==> config.mk <==
export PLATFORM = sky130hd
export DESIGN_NAME = iob_pcie_chnl_loopback
export DESIGN_NICKNAME = d
export VERILOG_FILES = /design/src/rtl/iob_pcie_chnl_pkg.sv /design/src/rtl/iob_pcie_sfifo.sv /design/src/rtl/iob_pcie_chnl_loopback.sv
export SDC_FILE = /design/constraint.sdc
export NUM_CORES = 2
export LEC_CHECK = 0
export CAP_MARGIN = 20
export CORE_MARGIN = 5
export CORE_UTILIZATION = 55
export CTS_CLUSTER_DIAMETER = 40
export CTS_CLUSTER_SIZE = 24
export DETAILED_ROUTE_END_ITERATION = 16
export GPL_TIMING_DRIVEN = 0
export HOLD_SLACK_MARGIN = 0.06
export PLACE_DENSITY = 0.69
export SLEW_MARGIN = 20
export SYNTH_ARGS = -nofsm -noshare
export SYNTH_HDL_FRONTEND = slang
export SYNTH_SLANG_ARGS = --single-unit
==> constraint.sdc <==
create_clock -name CLK -period 7.9 [get_ports CLK]
set_input_delay 1.58 -clock CLK [delete_from_list [all_inputs] [get_ports CLK]]
set_output_delay 1.58 -clock CLK [all_outputs]
set_load 0.02 [all_outputs]
==> src/rtl/iob_pcie_chnl_pkg.sv <==
`default_nettype none
// ============================================================================
// Module   : iob_pcie_chnl_pkg
// Brief    : Shared state encodings, mode codes and STATUS layout for the
//            PCIe channel loopback core.
// Revision : 1.0
// ============================================================================
package iob_pcie_chnl_pkg;

    localparam int c_ST_W = 2;
    localparam logic [c_ST_W-1:0] c_ST_IDLE   = 2'd0;
    localparam logic [c_ST_W-1:0] c_ST_RX     = 2'd1;
    localparam logic [c_ST_W-1:0] c_ST_TXPREP = 2'd2;
    localparam logic [c_ST_W-1:0] c_ST_TX     = 2'd3;

    localparam logic [1:0] c_MODE_ECHO = 2'd0;
    localparam logic [1:0] c_MODE_PAT  = 2'd1;
    localparam logic [1:0] c_MODE_SINK = 2'd2;

    localparam int c_STAT_BUSY  = 31;
    localparam int c_STAT_OVF   = 30;
    localparam int c_STAT_ABORT = 29;

    localparam logic [31:0] c_CNT_MAX = 32'hFFFF_FFFF;

    // Counters stick at all-ones instead of wrapping.
    function automatic logic [31:0] sat_add(input logic [31:0] a, input logic [31:0] b);
        logic [32:0] sum;
        sum = {1'b0, a} + {1'b0, b};
        return sum[32] ? c_CNT_MAX : sum[31:0];
    endfunction

endpackage
`default_nettype wire

==> src/rtl/iob_pcie_sfifo.sv <==
`default_nettype none
// ============================================================================
// Module   : iob_pcie_sfifo
// Brief    : Synchronous first-word-fall-through FIFO with a registered head.
// Revision : 1.0
// ============================================================================
module iob_pcie_sfifo #(
    parameter int WIDTH = 32,
    parameter int AW    = 6
) (
    input  logic             CLK,
    input  logic             RST,
    input  logic             flush,
    input  logic             wr_en,
    input  logic [WIDTH-1:0] wr_data,
    input  logic             rd_en,
    output logic [WIDTH-1:0] rd_data,
    output logic             full,
    output logic             empty,
    output logic [AW:0]      level
);

    localparam int          c_DEPTH = 2**AW;
    localparam logic [AW:0] c_FULL  = {1'b1, {AW{1'b0}}};

    logic [WIDTH-1:0] r_mem [c_DEPTH];
    logic [AW-1:0]    r_wptr;
    logic [AW-1:0]    r_rptr;
    logic [AW:0]      r_level;
    logic [WIDTH-1:0] r_head;

    logic             w_wr;
    logic             w_rd;
    logic [AW-1:0]    w_rptr_nxt;
    logic [WIDTH-1:0] w_head_nxt;

    assign full    = (r_level == c_FULL);
    assign empty   = (r_level == '0);
    assign level   = r_level;
    assign rd_data = r_head;

    assign w_wr       = wr_en & ~full & ~flush;
    assign w_rd       = rd_en & ~empty & ~flush;
    assign w_rptr_nxt = r_rptr + AW'(w_rd);

    // The head preloads the next entry; a write landing in that slot bypasses the array.
    assign w_head_nxt = (w_wr && (r_wptr == w_rptr_nxt)) ? wr_data : r_mem[w_rptr_nxt];

    always_ff @(posedge CLK) begin
        if (w_wr) begin
            r_mem[r_wptr] <= wr_data;
        end
    end

    always_ff @(posedge CLK or posedge RST) begin
        if (RST) begin
            r_wptr  <= '0;
            r_rptr  <= '0;
            r_level <= '0;
            r_head  <= '0;
        end else begin
            r_head <= w_head_nxt;
            if (flush) begin
                r_wptr  <= '0;
                r_rptr  <= '0;
                r_level <= '0;
            end else begin
                r_rptr <= w_rptr_nxt;
                if (w_wr) begin
                    r_wptr <= r_wptr + 1'b1;
                end
                case ({w_wr, w_rd})
                    2'b10:   r_level <= r_level + 1'b1;
                    2'b01:   r_level <= r_level - 1'b1;
                    default: r_level <= r_level;
                endcase
            end
        end
    end

endmodule
`default_nettype wire

==> src/rtl/iob_pcie_chnl_loopback.sv <==
`default_nettype none
// ============================================================================
// Module   : iob_pcie_chnl_loopback
// Brief    : RIFFA channel loopback returning received data as echo, a
//            counting pattern, or nothing (sink).
// Revision : 1.0
// ============================================================================
module iob_pcie_chnl_loopback
    import iob_pcie_chnl_pkg::*;
#(
    parameter int C_PCI_DATA_WIDTH = 32,
    parameter int C_FIFO_AW        = 6
) (
    input  logic                        CLK,
    input  logic                        RST,
    input  logic [1:0]                  MODE,
    output logic [31:0]                 STATUS,
    output logic                        CHNL_RX_CLK,
    input  logic                        CHNL_RX,
    output logic                        CHNL_RX_ACK,
    input  logic                        CHNL_RX_LAST,
    input  logic [31:0]                 CHNL_RX_LEN,
    input  logic [30:0]                 CHNL_RX_OFF,
    input  logic [C_PCI_DATA_WIDTH-1:0] CHNL_RX_DATA,
    input  logic                        CHNL_RX_DATA_VALID,
    output logic                        CHNL_RX_DATA_REN,
    output logic                        CHNL_TX_CLK,
    output logic                        CHNL_TX,
    input  logic                        CHNL_TX_ACK,
    output logic                        CHNL_TX_LAST,
    output logic [31:0]                 CHNL_TX_LEN,
    output logic [30:0]                 CHNL_TX_OFF,
    output logic [C_PCI_DATA_WIDTH-1:0] CHNL_TX_DATA,
    output logic                        CHNL_TX_DATA_VALID,
    input  logic                        CHNL_TX_DATA_REN
);

    // Data width must be 32, 64 or 128.
    localparam int          c_WPB      = C_PCI_DATA_WIDTH / 32;
    localparam int          c_WPB_LOG2 = $clog2(c_WPB);
    localparam logic [31:0] c_WPB_W    = 32'(c_WPB);

    logic [c_ST_W-1:0] r_state;
    logic [c_ST_W-1:0] w_state_nxt;
    logic [31:0]       r_len;
    logic [31:0]       r_rcount;
    logic [31:0]       r_tcount;
    logic [31:0]       r_tx_len;
    logic [1:0]        r_mode;
    logic              r_ovf;
    logic              r_abort;

    logic              w_is_echo;
    logic              w_is_pat;
    logic              w_busy;
    logic              w_rx_beat;
    logic              w_rx_done;
    logic              w_rx_abort;
    logic              w_tx_valid;
    logic              w_tx_xfer;
    logic              w_tx_done;
    logic [31:0]       w_rcount_nxt;
    logic [31:0]       w_tcount_inc;
    logic [31:0]       w_fifo_words;
    logic [31:0]       w_tx_len_calc;

    logic                        w_fifo_flush;
    logic                        w_fifo_wr;
    logic                        w_fifo_rd;
    logic                        w_fifo_full;
    logic                        w_fifo_empty;
    logic [C_FIFO_AW:0]          w_fifo_level;
    logic [C_PCI_DATA_WIDTH-1:0] w_fifo_dout;
    logic [C_PCI_DATA_WIDTH-1:0] w_pat_data;
    logic                        w_unused;

    assign w_unused = &{1'b0, CHNL_RX_LAST, CHNL_RX_OFF, CHNL_TX_ACK};

    assign w_is_echo = (r_mode == c_MODE_ECHO);
    assign w_is_pat  = (r_mode == c_MODE_PAT);
    assign w_busy    = (r_state != c_ST_IDLE);

    assign w_rx_beat    = (r_state == c_ST_RX) & CHNL_RX_DATA_VALID;
    assign w_rcount_nxt = w_rx_beat ? sat_add(r_rcount, c_WPB_W) : r_rcount;
    assign w_rx_done    = (w_rcount_nxt >= r_len);
    assign w_rx_abort   = (r_state == c_ST_RX) & ~w_rx_done & ~CHNL_RX;

    assign w_fifo_words = 32'(w_fifo_level) << c_WPB_LOG2;

    always_comb begin
        w_tx_len_calc = '0;
        if (w_is_echo) begin
            w_tx_len_calc = (r_rcount < w_fifo_words) ? r_rcount : w_fifo_words;
        end else if (w_is_pat) begin
            w_tx_len_calc = r_len;
        end
    end

    assign w_tx_valid   = (r_state == c_ST_TX) & (w_is_pat | (w_is_echo & ~w_fifo_empty));
    assign w_tx_xfer    = w_tx_valid & CHNL_TX_DATA_REN;
    assign w_tcount_inc = sat_add(r_tcount, c_WPB_W);
    assign w_tx_done    = (w_tcount_inc >= r_tx_len);

    assign w_fifo_flush = (r_state == c_ST_IDLE) & CHNL_RX;
    assign w_fifo_wr    = w_rx_beat & w_is_echo & ~w_fifo_full;
    assign w_fifo_rd    = w_tx_xfer & w_is_echo;

    iob_pcie_sfifo #(
        .WIDTH (C_PCI_DATA_WIDTH),
        .AW    (C_FIFO_AW)
    ) u_fifo (
        .CLK     (CLK),
        .RST     (RST),
        .flush   (w_fifo_flush),
        .wr_en   (w_fifo_wr),
        .wr_data (CHNL_RX_DATA),
        .rd_en   (w_fifo_rd),
        .rd_data (w_fifo_dout),
        .full    (w_fifo_full),
        .empty   (w_fifo_empty),
        .level   (w_fifo_level)
    );

    // Lane i carries the 1-based index of that word within the transfer.
    generate
        for (genvar gi = 0; gi < c_WPB; gi++) begin : g_lane
            assign w_pat_data[gi*32 +: 32] = r_tcount + 32'(gi) + 32'd1;
        end
    endgenerate

    always_comb begin
        w_state_nxt = r_state;
        case (r_state)
            c_ST_IDLE: begin
                if (CHNL_RX) begin
                    w_state_nxt = c_ST_RX;
                end
            end
            c_ST_RX: begin
                if (w_rx_done || !CHNL_RX) begin
                    w_state_nxt = c_ST_TXPREP;
                end
            end
            c_ST_TXPREP: begin
                w_state_nxt = (w_tx_len_calc == '0) ? c_ST_IDLE : c_ST_TX;
            end
            c_ST_TX: begin
                if (w_tx_xfer && w_tx_done) begin
                    w_state_nxt = c_ST_IDLE;
                end
            end
            default: w_state_nxt = c_ST_IDLE;
        endcase
    end

    always_ff @(posedge CLK or posedge RST) begin
        if (RST) begin
            r_state <= c_ST_IDLE;
        end else begin
            r_state <= w_state_nxt;
        end
    end

    always_ff @(posedge CLK or posedge RST) begin
        if (RST) begin
            r_len    <= '0;
            r_mode   <= c_MODE_ECHO;
            r_rcount <= '0;
            r_tcount <= '0;
            r_tx_len <= '0;
            r_ovf    <= 1'b0;
            r_abort  <= 1'b0;
        end else begin
            case (r_state)
                c_ST_IDLE: begin
                    if (CHNL_RX) begin
                        r_len    <= CHNL_RX_LEN;
                        r_mode   <= MODE;
                        r_rcount <= '0;
                        r_ovf    <= 1'b0;
                        r_abort  <= 1'b0;
                    end
                end
                c_ST_RX: begin
                    r_rcount <= w_rcount_nxt;
                    if (w_rx_beat && w_is_echo && w_fifo_full) begin
                        r_ovf <= 1'b1;
                    end
                    if (w_rx_abort) begin
                        r_abort <= 1'b1;
                    end
                end
                c_ST_TXPREP: begin
                    r_tx_len <= w_tx_len_calc;
                    r_tcount <= '0;
                end
                c_ST_TX: begin
                    if (w_tx_xfer) begin
                        r_tcount <= w_tcount_inc;
                    end
                end
                default: ;
            endcase
        end
    end

    assign CHNL_RX_CLK        = CLK;
    assign CHNL_TX_CLK        = CLK;
    assign CHNL_RX_ACK        = (r_state == c_ST_RX);
    assign CHNL_RX_DATA_REN   = (r_state == c_ST_RX);
    assign CHNL_TX            = (r_state == c_ST_TX);
    assign CHNL_TX_LAST       = 1'b1;
    assign CHNL_TX_OFF        = '0;
    assign CHNL_TX_LEN        = r_tx_len;
    assign CHNL_TX_DATA_VALID = w_tx_valid;
    assign CHNL_TX_DATA       = (r_state != c_ST_TX) ? '0 :
                                (w_is_echo ? w_fifo_dout : w_pat_data);

    always_comb begin
        STATUS               = {8'd0, r_rcount[23:0]};
        STATUS[c_STAT_BUSY]  = w_busy;
        STATUS[c_STAT_OVF]   = r_ovf;
        STATUS[c_STAT_ABORT] = r_abort;
    end

endmodule
`default_nettype wire

==> Yosys cells after proc, flatten, opt, wreduce, memory -nomap -nowiden <==
Memories as Yosys holds them, arrays and structs flattened. A register that Yosys moved wholly into a read port is not among the register bits.
Index checks and enable logic that the tools add are counted.
{ "op_classes": {"add_sub_neg": 7, "magnitude_cmp": 3, "eq_ne": 14, "n_mux": 29, "n_bitwise": 20, "reduce_logical": 20} }
{ "op_table": {"columns": ["operator", "n"], "rows": [
  ["32-bit two-way mux", 10],
  ["32-bit case mux with 2 select lines", 2],
  ["32-bit by 1-bit adder with 33-bit output (second input constant)", 2],
  ["32-bit greater-or-equal comparator", 2],
  ["32-bit by 1-bit adder with 32-bit output (second input constant)", 1],
  ["32-bit logical NOT", 1],
  ["32-bit by 7-bit < comparator with 1-bit output", 1],
  ["6-bit two-way mux", 3],
  ["1-bit bitwise AND", 14],
  ["7-bit case mux with 2 select lines", 1],
  ["2-bit by 1-bit != test with 1-bit output (second input constant)", 5],
  ["3-bit AND reduction", 3],
  ["2-bit two-way mux", 4],
  ["2-bit case mux with 4 select lines", 1],
  ["2-bit nonzero test", 4],
  ["7-bit by 1-bit adder with 7-bit output (second input constant)", 1],
  ["7-bit == test (second input constant)", 1],
  ["7-bit logical NOT", 1],
  ["7-bit two-way mux", 1],
  ["7-bit by 1-bit subtractor with 7-bit output (second input constant)", 1],
  ["6-bit by 1-bit adder with 6-bit output", 1],
  ["6-bit by 1-bit adder with 6-bit output (second input constant)", 1],
  ["2-bit by 1-bit == test with 1-bit output (second input constant)", 3],
  ["2-bit == test (second input constant)", 3],
  ["other kinds (11)", 26]
]} }
{ "totals": {"ff_bits": 153, "ram_bits": 2048, "inputBits": 104, "out_inout_bits": 134, "n_memories": 1} }
{ "memory_table": {"columns": ["name", "words", "word_bits", "read_ports", "rd_ports_with_merged_regs", "write_ports", "line", "text"], "rows": [
  ["u_fifo.r_mem", 64, 32, 1, 1, 1, "iob_pcie_sfifo.sv:26", "logic [WIDTH-1:0] r_mem [c_DEPTH];"]
]} }

==> Longest topological paths before layout <==
{ "depth": {"depth_word": 12, "mapped_depth": 20} }

==> Cells and area by module <==
Synthesis repeated with hierarchy kept, for this count alone.
{ "unflattened": {"cells_unflattened": 4990, "hier_area_um2": 90221.5} }
{ "by_module_without_submodules": {"columns": ["module", "instances", "cells_per_inst", "area_each_um2", "seq_area_each_um2"], "rows": [
  ["iob_pcie_sfifo", 1, 3811, 80536.0, 62775.2],
  ["iob_pcie_chnl_loopback", 1, 1179, 9685.5, 3353.2]
]} }

==> key figures <==
Critical path
  – R2r setup slk: roughly 0.054 ns
  – R2r endpoint: u_fifo.rd_data[0]
  – WP data arrival: 8.72 ns
  – Setup crit end kind: register
  – Reg2Reg Depth: 18
  – CP delay by family, top: buffers and inverters
  – Slowest CP cell: a311oi_1
  – CP Class: register to register
  – Startpoint types: register
  – Bufs and invs on worst path: 6
  – Worst R2R Start: r_state[0]
  – Crit Path Max Fanout: 10
  – Worst-path cell chain: nand2_2 > nor3_1 > nand2_1 > clkbuf_1 > buf_1 > nor4_2 > ha_1 > ha_1 > buf_2 > clkbuf_1 > buf_2 > buf_1 > mux4_2 > nand2_1 > nand3_1 > a311oi_1 > a211oi_1 > a21o_1
  – WP data required: 8.77 ns
  – Max incr delay on CP: roughly 0.71 ns

Min path
  – Hold Path Cell Cnt: 2
  – Min-delay src: r_ovf
  – Hold EP: r_ovf
  – Worst Hold Class: register to register

Floorplanning
  – Die Width: 414.9 um
  – Core area: between 150000 and 200000 um2
  – Top-Level Pins: roughly 240
  – Die area: around 170000 um2
  – Initial Util: 0.5532
  – Die Ht: 414.9 um
  – # rows: ~150

Power and ir drop
  – Post-layout total power: between 0.03 and 0.04 W
  – Power density over the cells: around 370 nW/um2
  – Max VDD drop: between 0.0002 and 0.0003 V
  – Lkg Pwr: roughly 36 nW

Synth
  – Synth unique cells: just over 70
  – Register area share after synthesis: 0.7335
  – Area leader, netlist: edfxtp_1
  – Largest cells by area after synthesis: edfxtp_1 (68%), mux4_2 (14%), dfrtp_1 (5.1%)
  – Number of flops mapped to enable cells by yosys: slightly above 2k
  – Top post-synthesis cells by count: edfxtp_1 (2048), mux4_2 (544), nand2_1 (441)
  – Cell area after synthesis: 90150 um2
  – Most used flip-flop cell after synthesis: edfxtp_1
  – Share of the synthesized area in the top cell type: 0.6822
  – Synth Instances: ~4.8k
  – Avg Inst Size Synth: 18.90 um2
  – Synth Warn #: 0
  – Count leader, synth: edfxtp_1
  – Async SR Flop Fraction: 0.08285
  – #FFs+latches synth: approximately 2.2k

Route
  – First-pass DRT Iterations: 5
  – Via-to-Cell Ratio: roughly 6.3
  – Antenna Nets Post-Route: 0
  – Wire per inst: 31.56 um
  – Initial DRC Count: about 6.3k
  – DR DRC count: 0
  – Via count: 49.11k
  – Detailed-route wire length: about 240000 um

Clock tree
  – Post-CTS Setup Bufs: 0
  – CTS tree: done
  – CTS resizes: 18
  – Post-CTS Hold Buffers: 0
  – Worst-path clk slew: ~0.060 ns
  – Later-pin clock latency in the skew report: between 1 and 1.5 ns

STA
  – Setup TNS Final: 0 ns
  – Hold Slack: 0.5017 ns
  – Final Setup Violations: 0
  – Final setup skew: between 0.06 and 0.07 ns
  – Tcrit/Tclk final: 0.9932
  – Headroom to the max-slew limit: 0.09543
  – Final Max Tran Viols: 0
  – Final Critical Period: approximately 7.8 ns
  – Fmax: roughly 130 MHz
  – Fin. Hold Viols: 0
  – RSZ-0062 raised after global routing: no
  – Worst-Margin Slew: approximately 1.3 ns

GRT
  – First-pass GRT wire length: between 300000 and 400000 um
  – GRT overflow: 0
  – Largest net degree at the start of global routing: 100
  – Number of global-route vias before repair: between 40k and 50k
  – Initial antenna violation count: 15
  – GRT Resource Usage Total: 0.2837

Final layout
  – Nets: between 5k and 6k
  – Layout cells sized above 1: 0.2575
  – Area Overhead vs Synth: 18.89%
  – Final instance area: between 100000 and 150000 um2
  – Fill count: around 11k

Place
  – RD Place Congestion: just over 1
  – HPWL after detailed placement: around 170000 um
  – Area after DPL: about 97000 um2
  – PortBufs: around 170

Job
  – Max Cap Viol: 0

Run status
  – Status: finished clean
-- cells in the final DEF (no fill, tap or decap), types with 20 or more instances in the layout --
| cell type | count |
|---|---|
| a211oi_1 | 73 |
| a21o_1 | 48 |
| a21oi_1 | 84 |
| a311oi_1 | 39 |
| a311oi_2 | 27 |
| a31o_2 | 22 |
| and3_1 | 48 |
| buf_1 | 23 |
| buf_12 | 47 |
| buf_16 | 44 |
| buf_2 | 74 |
| buf_4 | 99 |
| bufinv_16 | 28 |
| clkbuf_1 | 171 |
| clkbuf_16 | 299 |
| clkdlybuf4s50_1 | 135 |
| clkinv_2 | 20 |
| clkinv_4 | 26 |
| clkinvlp_4 | 26 |
| conb_1 | 37 |
| dfrtp_1 | 185 |
| edfxtp_1 | 2048 |
| ha_1 | 81 |
| inv_1 | 78 |
| inv_6 | 39 |
| inv_8 | 20 |
| mux2i_1 | 131 |
| mux4_2 | 544 |
| nand2_1 | 438 |
| nand3_1 | 102 |
| nand4_1 | 28 |
| nor2_1 | 99 |
| nor2_4 | 65 |
| o21ai_0 | 76 |
| xnor2_1 | 37 |
| xor2_1 | 37 |
-- cell type report --
| cell class | count | area, um2 | share of cell area |
|---|---|---|---|
| clock buffers | 320 | 7594 | 0.07085 |
| repair buffers | 258 | 3746 | 0.03495 |
| diodes | 6 | 15.01 | 0.0001401 |
| inverters | 80 | 307.8 | 0.002872 |
| multi-input cells | 2164 | 22940 | 0.2140 |
| flip-flops and latches | 2233 | 66130 | 0.6170 |
| clock inverters | 181 | 2093 | 0.01953 |
| well taps | 2175 | 2721 | 0.02539 |
| plain buffers | 329 | 1637 | 0.01527 |
-- state kept, by name, indices dropped and copies added (netlist names) --
register	flops
r_ovf	1
r_tcount	32
r_rcount	32
r_abort	1
r_len	32
u_fifo.r_rptr	6
r_state	2
r_mode	2
CHNL_TX_LEN	32
u_fifo.level	7
u_fifo.r_mem	2048
u_fifo.r_wptr	6
u_fifo.rd_data	32
-- tightest hold or removal path, stage by stage, from the launching register on --
cell,delay [ns]
dfrtp_1,0.36
nand2_1,0.05
o31ai_1,0.06
-- through the flow --
stage	util	instances	setup WS, ns
6_report	0.6577	7746	0.05399
3_5_place_dp	0.5975	7241	-1.138
5_1_grt	0.6576	7740	0.004864
2_1_floorplan	-	4806	1.291
3_3_place_gp	0.5810	7148	-1.361
4_1_cts	0.6574	7740	0.1043
-- where the power goes --
part	switching (W)	leakage (nW)	internal, W
sequential	0.000305	20.8	0.0133
clock	0.00521	4.69	0.00800
combinational	0.00747	10.4	0.00555
-- how the worst max path moves through the flow --
stage	startpoint	to	slack (ns)	cells past startpoint
floorplan	RST	CHNL_TX_LEN[0]	1.29	1
global placement	RST	r_rcount[22]	-1.36	2
detailed placement	CHNL_TX_DATA_REN	u_fifo.rd_data[18]	-1.14	17
CTS	r_state[0]	u_fifo.rd_data[6]	0.10	18
global route	u_fifo.level[0]	u_fifo.rd_data[26]	0.005	20
finish	r_state[0]	u_fifo.rd_data[0]	0.05	18
-- cell families after synthesis --
family	Yosys count	share of synthesized area
AO/OA/AOI/OAI	416	0.03196
XOR/XNOR	78	0.007578
adder cells (fa/ha/maj)	82	0.01146
buffers and inverters	409	0.02139
flip-flops	2233	0.7335
multiplexers	679	0.1509
other	2	0.00008330
AND/OR/NAND/NOR	872	0.04307
-- layer usage --
layer | track usage | up-vias | part of all wire
li1 | - | 20370 | -
met1 | 0.3845 | 25612 | 0.38
met2 | 0.4502 | 2636 | 0.48
met3 | 0.07320 | 483 | 0.10
met4 | 0.1075 | 4 | 0.041
met5 | 0 | - | 0.00014
(Power assumes the default switching activity.)
